[config.mk]
export PLATFORM = sky130hd
export DESIGN_NAME = countn_updn
export DESIGN_NICKNAME = d
export VERILOG_FILES = /design/src/rtl/countn_updn.sv
export SDC_FILE = /design/constraint.sdc
export NUM_CORES = 1
export LEC_CHECK = 0
export CAP_MARGIN = 20
export CORE_AREA = 2 2 39 41
export CTS_CLUSTER_DIAMETER = 200
export DETAILED_ROUTE_END_ITERATION = 10
export DIE_AREA = 0 0 41 43
export GPL_TIMING_DRIVEN = 0
export PLACE_DENSITY = 0.65
export SYNTH_ARGS = -nofsm -noshare
export SYNTH_HDL_FRONTEND = slang
export SYNTH_SLANG_ARGS = --single-unit
[constraint.sdc]
create_clock -name clk -period 1.9 [get_ports clk]
set_input_delay 0.38 -clock clk [delete_from_list [all_inputs] [get_ports clk]]
set_output_delay 0.38 -clock clk [all_outputs]
set_load 0.005 [all_outputs]
[src/rtl/countn_updn.sv]
// countn_updn: parametrised synchronous up/down modulus counter with load.
// Define COUNT_SAT_EN to saturate at the bounds instead of wrapping.
module countn_updn #(
    parameter int WIDTH   = 4,
    parameter int MODULUS = 16,
    parameter int RST_VAL = 0
) (
    input  logic             clk,
    input  logic             clr,
    input  logic             en,
    input  logic             up,
    input  logic             ld,
    input  logic [WIDTH-1:0] d,
    output logic [WIDTH-1:0] q,
    output logic [WIDTH-1:0] qb,
    output logic             tc,
    output logic             ovf
);

    localparam logic [WIDTH-1:0] MAXV = WIDTH'(MODULUS - 1);
    localparam logic [WIDTH-1:0] RSTV = WIDTH'(RST_VAL);
    localparam bit               FULL = (MODULUS == (2 ** WIDTH));

    logic             oor;
    logic [WIDTH-1:0] ld_val;
    logic             at_max;
    logic             at_zero;
    logic [WIDTH-1:0] q_step;
    logic             ovf_step;

    // With a full binary range no value can exceed MAXV, so skip the compares.
    generate
        if (FULL) begin : g_full
            assign oor    = 1'b0;
            assign ld_val = d;
        end else begin : g_part
            assign oor    = (q > MAXV);
            assign ld_val = (d > MAXV) ? MAXV : d;
        end
    endgenerate

    assign at_max  = (q == MAXV);
    assign at_zero = (q == '0);

    always_comb begin
        q_step   = q;
        ovf_step = 1'b0;
        if (up) begin
            if (at_max || oor) begin
`ifdef COUNT_SAT_EN
                q_step = MAXV;
`else
                q_step = '0;
`endif
                ovf_step = 1'b1;
            end else begin
                q_step = q + 1'b1;
            end
        end else begin
            if (oor) begin
                q_step   = MAXV;
                ovf_step = 1'b1;
            end else if (at_zero) begin
`ifdef COUNT_SAT_EN
                q_step = '0;
`else
                q_step = MAXV;
`endif
                ovf_step = 1'b1;
            end else begin
                q_step = q - 1'b1;
            end
        end
    end

    always_ff @(posedge clk) begin
        if (!clr) begin
            q   <= RSTV;
            ovf <= 1'b0;
        end else if (ld) begin
            q   <= ld_val;
            ovf <= 1'b0;
        end else if (en) begin
            q   <= q_step;
            ovf <= ovf_step;
        end else begin
            ovf <= 1'b0;
        end
    end

    assign qb = ~q;
    assign tc = en & ((up & at_max) | (~up & at_zero));

endmodule

==> flow_summary.json <==
{
  "dp_hpwl_um": 667,
  "synth_edf_count": 0,
  "wire_per_inst_um": 11.0,
  "skew_ps": 1.04,
  "grt.busiest_layer": "met2",
  "clock_latency_ps": 240,
  "r2r_end": "ovf",
  "drc": 0,
  "initial_core_util_pct": 25.4,
  "syn_area_sq_um": 352,
  "detail_route.vias_per_cell": 4.62,
  "min-delay-start": "en",
  "worst_slack_ps": 118,
  "grt_remaining_overflow": 0,
  "slew_headroom_pct": 78.0,
  "postPlaceCellArea_sq_um": 542,
  "area_growth_pct": 76.9,
  "cap_violations": 0,
  "synth_nets": 53,
  "fmax_ghz": 0.561,
  "hold_slack_ps": 538,
  "htree_levels": 1,
  "reg2reg_slack_ps": 470,
  "cts_buffers": 3,
  "fin_tns_setup_ps": 0,
  "grt_pass1_wl_mm": 1.58,
  "antenna_found_initial": 0,
  "first_pass_iters": 3,
  "ys_warn_count": 0,
  "power.total_w": 0.000369,
  "postSynthCellCount": 42,
  "cp-start-kind": "flop",
  "cts-root-buf": "clkbuf_4",
  "rsz0062_at_grt": "no",
  "place_ws_ps": -444,
  "drtIter0Drc": 3,
  "ir_drop_mv": 0.489,
  "rr_startpoint": "q[0]",
  "drive_gt1_share_pct": 25.0,
  "port_buffers": 17,
  "die_h_um": 43,
  "min_period_ps": 1780,
  "met3_usage_pct": 4.71,
  "worstHoldPathCells": 2,
  "slew_viol_final": 0,
  "dieArea_sq_um": 1760,
  "ys_ff_latch": 5,
  "hold_violations": 0,
  "nets": 80,
  "grt_pass1_vias": 392,
  "clock_sinks": 5,
  "ff2ff_path_depth": 7,
  "die_w_um": 41,
  "yosys-top-cells-count": "dfxtp_1 (5), inv_1 (5), o21ai_0 (4)",
  "synth_top_area_cell": "dfxtp_1",
  "syn_avg_cell_area_sq_um": 8.37,
  "outcome": "complete, no violations",
  "row_count": 14,
  "worstMarginPinSlew_ps": 329,
  "routed_wl_um": 921,
  "clk_path_buf_depth": 2,
  "yosysTopAreaCellShare_pct": 28.5,
  "clk_pin_slew_worst_paths_ps": 40,
  "timing.final.crit_share_pct": 93.8,
  "grtUsageMet1_pct": 15.8,
  "n_antenna_cell": 0,
  "cp-end-kind": "primary output",
  "cts_tree": "yes",
  "pin_count": 19,
  "yosysSeqAreaShare_pct": 28.5,
  "gp_congestion": 0.662,
  "path_class": "flop to primary output",
  "vias": 388,
  "core_sq_um": 1380,
  "worst-path-max-fanout": 3,
  "finalSetupViolCount": 0,
  "met2_usage_pct": 19.4,
  "grt_util_all_layers_pct": 13.0,
  "p_per_area_nw_per_um2": 594,
  "grt_max_degree": 8,
  "synth_cell_types": 23,
  "power_leakage_nw": 0.248,
  "stdcell_area_sq_um": 622,
  "crit_arrival_ps": 1400,
  "ys.flop_type": "dfxtp_1",
  "hp-class": "input pin to flop",
  "crit_required_ps": 1520,
  "ant_nets": 0,
  "crit_start": "q[0]",
  "synth-async-reset-ratio_pct": 0,
  "synth.area.top_cells": "dfxtp_1 (28%), xnor2_1 (7.5%), ha_1 (7.1%), o21ai_0 (5.7%), inv_1 (5.3%)",
  "holdPathEnd": "ovf"
}
power by group:
group,internal (W),total [W],switching (W)
sequential,0.000113,0.000123,0.0000101
combinational,0.0000779,0.000128,0.0000497
clock,0.0000791,0.000119,0.0000397
critical path: stages, from the launching register on:
cell      delay (ps)
dfxtp_4          340
inv_1             70
ha_2             170
nand2b_1          90
nor3_2           180
a41oi_2           60
nor2b_1          130
clkbuf_2         120
worst max-delay path by stage:
stage	endpoint	cells past startpoint	slack, ps
floorplan	tc	6	360
global placement	tc	6	-440
detailed placement	tc	6	-440
CTS	tc	7	0.5
global route	tc	7	20
finish	tc	7	120
per-stage QoR:
| step | utilization (%) | cells |
|---|---|---|
| after global routing | 44.9 | 84 |
| after CTS | 44.1 | 83 |
| after detailed placement | 39.2 | 75 |
| after floorplan | - | 42 |
| after global placement | 39.2 | 75 |
| final | 44.9 | 84 |
layer usage:
layer / up-vias / part of all wire, %
met3: 0 / 6.8
met2: 14 / 48
met4: 0 / 0
li1: 204 / -
met1: 170 / 45
met5: - / 0
state kept, by name (all words and copies together), names as in the netlist:
register,count
q,4
ovf,1
repair_timing:
item	in CTS	in global routing
endpoints found under the setup margin	1	1
setup buffers	4	1
resized for setup	7	4
pin swaps	0	1
hold buffers	0	0
cells by family (layout without fill, tap and decap cells):
| kind of cell | count (synthesis) | after routing | synth area share [%] |
|---|---|---|---|
| AO/OA/AOI/OAI | 14 | 14 | 29.9 |
| multiplexers | 1 | 1 | 2.85 |
| XOR/XNOR | 3 | 3 | 7.47 |
| buffers and inverters | 6 | 32 | 6.41 |
| adder cells (fa/ha/maj) | 2 | 2 | 7.12 |
| flip-flops | 5 | 5 | 28.5 |
| AND/OR/NAND/NOR | 11 | 11 | 17.8 |
cells in the final DEF (no fill, tap or decap), types with 2 or more instances in the layout:
cell and n:
a21oi_1 3, xnor2_1 3, clkbuf_4 3, clkdlybuf4s50_1 15, nand2_1 3, inv_1 5
buf_4 5, dfxtp_1 3, clkbuf_1 2, o21ai_0 4, dfxtp_4 2
area by class of cell:
class / count / area [sq um]
fill: 144 / 762
multi-input combinational: 31 / 244
timing repair buffer: 22 / 201
sequential: 5 / 108
clock buffer: 4 / 26.3
tap: 16 / 20.0
inverter: 5 / 18.8
buffer: 1 / 3.75
Note: power is estimated with default switching activity, not from simulation.
